## src/rtl/edge_generator_pkg.sv

```systemverilog
// Shared types and defaults for the edge generator and its interval timer.
package edge_generator_pkg;

    typedef enum logic [2:0] {
        IDLE,
        WAIT_D1,
        WAIT_D2,
        WAIT_D3,
        DONE
    } edge_gen_state_t;

    localparam int DEFAULT_COUNT_WIDTH = 32;

endpackage

```

## src/rtl/edge_gen_timer.sv

```systemverilog
// Loadable down-counter for one edge interval; a zero load runs as one cycle.
// expire is high on the cycle whose closing edge is the load edge plus N.
module edge_gen_timer
    import edge_generator_pkg::*;
#(
    parameter int COUNT_WIDTH = DEFAULT_COUNT_WIDTH
) (
    input  logic                   clk,
    input  logic                   rst_sync,
    input  logic                   load,
    input  logic                   clear,
    input  logic [COUNT_WIDTH-1:0] load_val,
    output logic                   expire
);

    localparam logic [COUNT_WIDTH-1:0] CNT_ONE = {{(COUNT_WIDTH-1){1'b0}}, 1'b1};

    logic [COUNT_WIDTH-1:0] cnt_q, cnt_d;
    logic                   active_q, active_d;

    always_comb begin
        cnt_d    = cnt_q;
        active_d = active_q;
        if (clear) begin
            cnt_d    = '0;
            active_d = 1'b0;
        end else if (load) begin
            cnt_d    = (load_val == '0) ? CNT_ONE : load_val;
            active_d = 1'b1;
        end else if (active_q) begin
            // Stop at expiry rather than wrapping, so full-scale loads are safe.
            if (cnt_q == CNT_ONE) begin
                cnt_d    = '0;
                active_d = 1'b0;
            end else begin
                cnt_d = cnt_q - CNT_ONE;
            end
        end
    end

    assign expire = active_q && (cnt_q == CNT_ONE);

    always_ff @(posedge clk) begin
        if (rst_sync) begin
            cnt_q    <= '0;
            active_q <= 1'b0;
        end else begin
            cnt_q    <= cnt_d;
            active_q <= active_d;
        end
    end

endmodule

```

## src/rtl/edge_generator.sv

```systemverilog
// Drives gpio_out with three timed toggles after a software or chained trigger start.
// Counts and idle level are captured at start, so register writes mid-run are ignored.
module edge_generator
    import edge_generator_pkg::*;
#(
    parameter int COUNT_WIDTH = DEFAULT_COUNT_WIDTH
) (
    input  logic                   clk,
    input  logic                   rst_sync,
    input  logic                   cfg_enable,
    input  logic                   cfg_trig_enable,
    input  logic                   cfg_out_inv,
    input  logic                   cfg_trig_out,
    input  logic                   trig_in,
    input  logic [COUNT_WIDTH-1:0] d1_count,
    input  logic [COUNT_WIDTH-1:0] d2_count,
    input  logic [COUNT_WIDTH-1:0] d3_count,
    output logic                   gpio_out,
    output logic                   trig_out,
    output logic                   busy,
    output logic                   done
);

    edge_gen_state_t        state_q, state_d;
    logic                   cfg_enable_q, cfg_enable_d;
    logic [COUNT_WIDTH-1:0] d2_sh_q, d2_sh_d;
    logic [COUNT_WIDTH-1:0] d3_sh_q, d3_sh_d;
    logic                   inv_sh_q, inv_sh_d;
    logic                   gpio_q, gpio_d;
    logic                   trig_q, trig_d;

    logic                   start;
    logic                   tmr_load;
    logic                   tmr_clear;
    logic [COUNT_WIDTH-1:0] tmr_val;
    logic                   tmr_expire;

    edge_gen_timer #(
        .COUNT_WIDTH(COUNT_WIDTH)
    ) u_timer (
        .clk      (clk),
        .rst_sync (rst_sync),
        .load     (tmr_load),
        .clear    (tmr_clear),
        .load_val (tmr_val),
        .expire   (tmr_expire)
    );

    assign start = cfg_enable & (cfg_trig_enable ? trig_in : ~cfg_enable_q);

    always_comb begin
        state_d      = state_q;
        cfg_enable_d = cfg_enable;
        d2_sh_d      = d2_sh_q;
        d3_sh_d      = d3_sh_q;
        inv_sh_d     = inv_sh_q;
        gpio_d       = gpio_q;
        trig_d       = 1'b0;
        tmr_load     = 1'b0;
        tmr_clear    = 1'b0;
        tmr_val      = d1_count;

        unique case (state_q)
            IDLE: begin
                gpio_d = cfg_out_inv;
                if (start) begin
                    d2_sh_d  = d2_count;
                    d3_sh_d  = d3_count;
                    inv_sh_d = cfg_out_inv;
                    tmr_load = 1'b1;
                    tmr_val  = d1_count;
                    trig_d   = ~cfg_trig_out;
                    state_d  = WAIT_D1;
                end
            end
            WAIT_D1, WAIT_D2, WAIT_D3: begin
                if (!cfg_enable) begin
                    tmr_clear = 1'b1;
                    gpio_d    = cfg_out_inv;
                    state_d   = IDLE;
                end else if (tmr_expire) begin
                    gpio_d = ~gpio_q;
                    if (state_q == WAIT_D1) begin
                        tmr_load = 1'b1;
                        tmr_val  = d2_sh_q;
                        state_d  = WAIT_D2;
                    end else if (state_q == WAIT_D2) begin
                        tmr_load = 1'b1;
                        tmr_val  = d3_sh_q;
                        state_d  = WAIT_D3;
                    end else begin
                        trig_d  = cfg_trig_out;
                        state_d = DONE;
                    end
                end
            end
            DONE: begin
                // One-shot: only dropping cfg_enable re-arms the generator.
                gpio_d = ~inv_sh_q;
                if (!cfg_enable) begin
                    gpio_d  = cfg_out_inv;
                    state_d = IDLE;
                end
            end
            default: begin
                gpio_d  = cfg_out_inv;
                state_d = IDLE;
            end
        endcase
    end

    always_ff @(posedge clk) begin
        if (rst_sync) begin
            state_q      <= IDLE;
            cfg_enable_q <= 1'b0;
            d2_sh_q      <= '0;
            d3_sh_q      <= '0;
            inv_sh_q     <= 1'b0;
            gpio_q       <= 1'b0;
            trig_q       <= 1'b0;
        end else begin
            state_q      <= state_d;
            cfg_enable_q <= cfg_enable_d;
            d2_sh_q      <= d2_sh_d;
            d3_sh_q      <= d3_sh_d;
            inv_sh_q     <= inv_sh_d;
            gpio_q       <= gpio_d;
            trig_q       <= trig_d;
        end
    end

    assign gpio_out = gpio_q;
    assign trig_out = trig_q;
    assign busy     = (state_q == WAIT_D1) || (state_q == WAIT_D2) || (state_q == WAIT_D3);
    assign done     = (state_q == DONE);

endmodule

```

## config.mk

```make
export PLATFORM = sky130hd
export DESIGN_NAME = edge_generator
export DESIGN_NICKNAME = d
export VERILOG_FILES = /design/src/rtl/edge_generator_pkg.sv /design/src/rtl/edge_gen_timer.sv /design/src/rtl/edge_generator.sv
export SDC_FILE = /design/constraint.sdc
export NUM_CORES = 1
export LEC_CHECK = 0
export ABC_AREA = 1
export CAP_MARGIN = 20
export CORE_MARGIN = 2
export CORE_UTILIZATION = 54
export CTS_CLUSTER_SIZE = 20
export DETAILED_ROUTE_END_ITERATION = 10
export GPL_TIMING_DRIVEN = 0
export PLACE_DENSITY = 0.9
export SETUP_SLACK_MARGIN = 0.4
export SYNTH_ARGS = -nofsm -noshare
export SYNTH_HDL_FRONTEND = slang
export SYNTH_HIERARCHICAL = 1
export SYNTH_SLANG_ARGS = --single-unit
```

## constraint.sdc

```tcl
create_clock -name clk -period 2.95 [get_ports clk]
set_input_delay 0.7375 -clock clk [delete_from_list [all_inputs] [get_ports clk]]
set_output_delay 0.7375 -clock clk [all_outputs]
set_load 0.05 [all_outputs]
```

# Yosys cells after proc, flatten, opt, wreduce, memory -nomap -nowiden
# Index checks and enable logic that the tools add are counted.
# totals
reg_bits	104
inputBits	103
out_inout_bits	4
elab_cells	71
# classes
n_addsub	1
eq_ne	8
n_mux	38
bitwise	5
reduce_logical	10
# ops
operator	count
$mux 32	9
$eq 32x1->1 const B	1
$logic_not 32->1	1
$sub 32x1->32 const B	1
$mux 1	19
$mux 3	6
$pmux 3 s3	1
$eq 3x2->1 const B	2
$pmux 1 s2	3
$ne 2x2->1 const B	2
$not 1->1	4
$eq 3x1->1 const B	1
$eq 3x3->1 const B	1
$logic_not 3->1	1
$ne 3x3->1 const B	1
$reduce_and 3->1	1
$reduce_or 3->1	1
$logic_or 1x1->1	2
$reduce_and 2->1	1
$reduce_bool 2->1	1
$reduce_or 2->1	1
$and 1x1->1	1
$logic_and 1x1->1	1

# Logic depth before layout (Yosys ltp)
# depth
depth_word	9
mapped_depth	20
depth_no_buf	19

# Modules after synthesis
# Netlist, hierarchy kept.
# by_module_without_submodules
module	instances	cells_per_inst	area_per_inst_um2	seq_area_each_um2
edge_generator	1	550	3512.1	1421.4
edge_gen_timer	1	439	2640.0	660.6

# Worst setup path before layout
# No wires, ideal clock.
# synth_timing
path_kind	input port to flip-flop
from	in cfg_trig_enable
to	reg u_timer.cnt_q[31]
setup_time_ns	0.122
t_arrival_ns	2.227
required_ns	2.828
setup_slack_ns	0.601
stages	14
path_buffers	4
path_cell_list	inv_1 -> nand2_1 -> nand3_1 -> nor2_4 -> inv_2 -> buf_4 -> buf_6 -> nand2_1 -> buf_2 -> nor2_2 -> inv_1 -> clkbuf_1 -> o21ai_0 -> a21oi_2
# synth_via
elab_chain_cells	5
word_cells_on_any_way	6
cone_classes	4 x mux; 1 x bitwise; 1 x reduce/logical
# synth_rtl
item	line_no	rtl
start: declaration	edge_generator.sv:11	input logic cfg_trig_enable,
$mux 1 (*)	edge_generator.sv:49	assign start = cfg_enable & (cfg_trig_enable ? trig_in : ~cfg_enable_q);
$and 1x1->1 (*)	edge_generator.sv:49	
$mux 1 (*)	edge_generator.sv:66	if (start) begin
$pmux 1 s2 (*)	edge_generator.sv:63	unique case (state_q)
net tmr_load	edge_generator.sv:33	logic tmr_load;
$mux 32 or $reduce_bool 2->1 (tied branches)	-	
end signal: assignment	edge_gen_timer.sv:48	cnt_q <= cnt_d;
end: declaration	edge_gen_timer.sv:18	logic [COUNT_WIDTH-1:0] cnt_q, cnt_d;
# Mark *: on every way through the listed nets, which the timed path passes. The rest lies on a longest branch.
# A chain may end at the register's enable or synchronous reset.

# Worst setup path in the final report
# layout_timing
from	reg u_timer.cnt_q[13]
to	reg u_timer.cnt_q[0]
# layout_via
elab_chain_cells	8
word_cells_on_any_way	14
cone_classes	1 x eq/ne; 10 x mux; 3 x reduce/logical
# layout_rtl
item	line_no	rtl
$eq 32x1->1	edge_gen_timer.sv:41	assign expire = active_q && (cnt_q == CNT_ONE);
$logic_and 1x1->1	edge_gen_timer.sv:41	
net tmr_expire	edge_generator.sv:36	logic tmr_expire;
$mux 32	edge_generator.sv:81	end else if (tmr_expire) begin
$mux 32	edge_generator.sv:77	if (!cfg_enable) begin
$mux 32	-	
net tmr_val[26]	edge_generator.sv:35	logic [COUNT_WIDTH-1:0] tmr_val;
$logic_not 32->1	edge_gen_timer.sv:28	cnt_d = (load_val == '0) ? CNT_ONE : load_val;
$mux 32	edge_gen_timer.sv:28	
$mux 32	edge_gen_timer.sv:27	end else if (load) begin
# The timed path passes the listed nets, and every way through them passes these cells. The select of a mux whose other input is x is not followed.

==> metrics.yaml <==
status: "completed"
powerDensity_nw_per_um2: 1006
synth_fp_nets: 1094
yosys.area_share.simple_pct: 34.55
endpoint_kind: "register"
placed_cell_area_sq_um: 7388
ff_latch_area_sq_um: 2091
synth_top_family_by_area: "simple AND/OR/NAND/NOR gates"
relSlewSlack_pct: 62.66
die_y_um: 110.7
clk_pin_slew_ns: 0.08
drtIter0Drc: 1152
cts_tree: "done"
ys_seq_elements: 104
grt_pass1_wl_um: 31920
cp_data_arrival_time_ns: 2.94
synth_cells: 989
vias_per_cell: 5.862
synth-edff-count: 0
syn_area_sq_um: 6152
clock_skew_ns: 0.008654
antenna_found_initial: 0
cts.htree.levels: 3
cts_buffers: 9
min_path_type: "register to register"
cts.sinks: 104
finalCritPeriodShare_pct: 90.91
row_count: 38
worstPathRequired_ns: 3.21
synth-compound-area-share_pct: 18.63
yosys-top-cells-count: "nor2_1, nand2_1, inv_1"
clockBufferDepth: 2
hold_viol: 0
drive_above_1_share_pct: 17.02
startpoint_type: "register"
yosys.area.top_type: "dfxtp_1"
clock_latency_ns: 0.36
fp.coreArea_sq_um: 10980
yosysWarningCount: 6
grt_remaining_overflow: 0
drv_cap: 0
die_area_sq_um: 12260
critPathMaxFanout: 5
synth-adder-area-share_pct: 0.4068
design_area_sq_um: 8368
drc: 0
synth_xor_area_share_pct: 0.8542
synth_area_leaders: "dfxtp_1, nor2_1, nand2_1"
setup_violations: 0
worst_pin_slew_ns: 0.5601
avgSynthCellArea_sq_um: 6.221
yosysTopAreaCellShare_pct: 33.84
wl_um: 22130
fp.dieW_um: 110.7
ys_types: 31
gp_congestion: 0.9374
max-vdd-ir-drop_mv: 0.5277
start_util_pct: 56.02
worstSetupPathType: "register to register"
total_power_mw: 8.418
p_leak_nw: 3.714
dp_hpwl_um: 14190
synth_ff_type: "dfxtp_1"
grt_use_total_pct: 31.78
grt_pass1_vias: 6539
drtAntennaViolNets: 0
multiInputGateArea_sq_um: 3557
cts.hold.buffers_added: 0
grt_max_degree: 21
rsz0062_at_grt: "yes"
synth_mux_area_share_pct: 0
seq_area_frac_synth_pct: 33.84
port_buffers: 106
fmax_ghz: 0.3729
syn2layout_area_growth_pct: 36.02
cts_root_buf: "clkbuf_16"
first_pass_iters: 6
ioPinCount: 107
fin_crit_ns: 2.682
final_nets: 1246
vias: 7539
yosysMostFrequentCell: "nor2_1"
async_flop_share_pct: 0
antenna-diode-count: 0
post_drt_wl_per_cell_um: 17.21
maxSlewViolCount: 0
fill_cells: 746
==> path summary, 6_finish.rpt <==
| kind | end | slack (ns) | start | depth (start not counted) |
|---|---|---|---|---|
| worst max-delay path | u_timer/cnt_q[0] | 0.27 | u_timer/cnt_q[13] | 20 |
| worst min-delay path | d3_sh_q[5] | 0.50 | d3_sh_q[5] | 2 |
| worst max register to register | u_timer/cnt_q[0] | 0.27 | u_timer/cnt_q[13] | 20 |
| worst min register to register | d3_sh_q[5] | 0.50 | d3_sh_q[5] | 2 |
==> layout by cell type, fill, tap and decap left out, types with 5 or more instances in the layout <==
cell type / instances
nand2_2: 35
nand3_1: 30
buf_2: 9
buf_8: 5
nand2_1: 164
clkdlybuf4s50_1: 103
o22ai_1: 32
clkbuf_16: 12
xnor2_1: 5
a21oi_2: 10
o21bai_1: 7
buf_4: 36
nand4_1: 7
nand3_2: 13
a21oi_1: 56
clkbuf_1: 10
nor2_4: 16
nor2_1: 210
o21ai_0: 23
inv_2: 6
inv_1: 110
buf_6: 12
dfxtp_1: 99
o21ai_1: 82
nor2_2: 8
==> critical path, cell delays in order, from the launching register on <==
cell and delay (ns):
dfxtp_4 0.37, nor2_4 0.16, nand2_2 0.08, nor3_2 0.19, nand3_1 0.15, nor3b_4 0.27, inv_2 0.09, nor2_4 0.19
buf_12 0.15, buf_4 0.14, nand2_1 0.05, nand2_1 0.13, nor2_1 0.07, nand2_1 0.08, nor2_1 0.04, nand2_1 0.06
nor2_1 0.05, o21ai_1 0.12, nand3_1 0.08, nand2_1 0.06, inv_1 0.04
==> power breakdown <==
| part | switching, mW | total, mW | internal (mW) |
|---|---|---|---|
| logic | 3.12 | 4.89 | 1.77 |
| clock network | 0.622 | 1.31 | 0.686 |
| registers | 0.401 | 2.22 | 1.82 |
| total | 4.14 | 8.42 | 4.28 |
==> sequential cells by signal, summed over array words and instances, names as in the netlist <==
signal,count
gpio_out,1
trig_out,1
u_timer/active_q,1
u_timer/cnt_q,32
state_q,3
d3_sh_q,32
inv_sh_q,1
cfg_enable_q,1
d2_sh_q,32
==> stage by stage <==
stage	cells	TNS, ns	hold slack, ns	worst slack (ns)	util (%)
2_1_floorplan	989	0	0.4624	0.6009	-
3_3_place_gp	1235	-10.03	0.4746	-0.3672	67.27
3_5_place_dp	1235	-11.49	0.4808	-0.4173	67.27
4_1_cts	1258	0	0.5036	0.3940	72.10
5_1_grt	1286	0	0.5206	0.1711	76.19
6_report	1286	0	0.4991	0.2681	76.19
==> layout make-up <==
class	instances	share of cell area, %
Clock inverter	7	1.106
Tap cell	140	2.093
Sequential cell	104	24.99
Multi-Input combinational cell	719	42.51
Clock buffer	9	2.691
Buffer	49	4.665
Timing Repair Buffer	141	16.64
Inverter	117	5.308
==> per-layer routing <==
layer,share of wire (%),track usage [%],vias to the layer above
li1,-,-,3456
met4,4.7,10.33,0
met1,39,42.81,3401
met3,11,6.397,109
met5,0,0,-
met2,45,51.21,573
==> kinds of logic (layout without fill, tap and decap cells) <==
family / count (synthesis) / count (layout)
AND/OR/NAND/NOR: 497 / 497
AO/OA/AOI/OAI: 214 / 214
buffers and inverters: 166 / 323
flip-flops: 104 / 104
XOR/XNOR: 6 / 6
adder cells (fa/ha/maj): 2 / 2
==> repair_timing <==
action,in CTS,in global routing
cloned,2,3
pin swaps,6,36
setup buffers,5,25
resized for setup,52,82
setup endpoints to repair,34,33
Note: power is estimated with default switching activity, not from simulation.
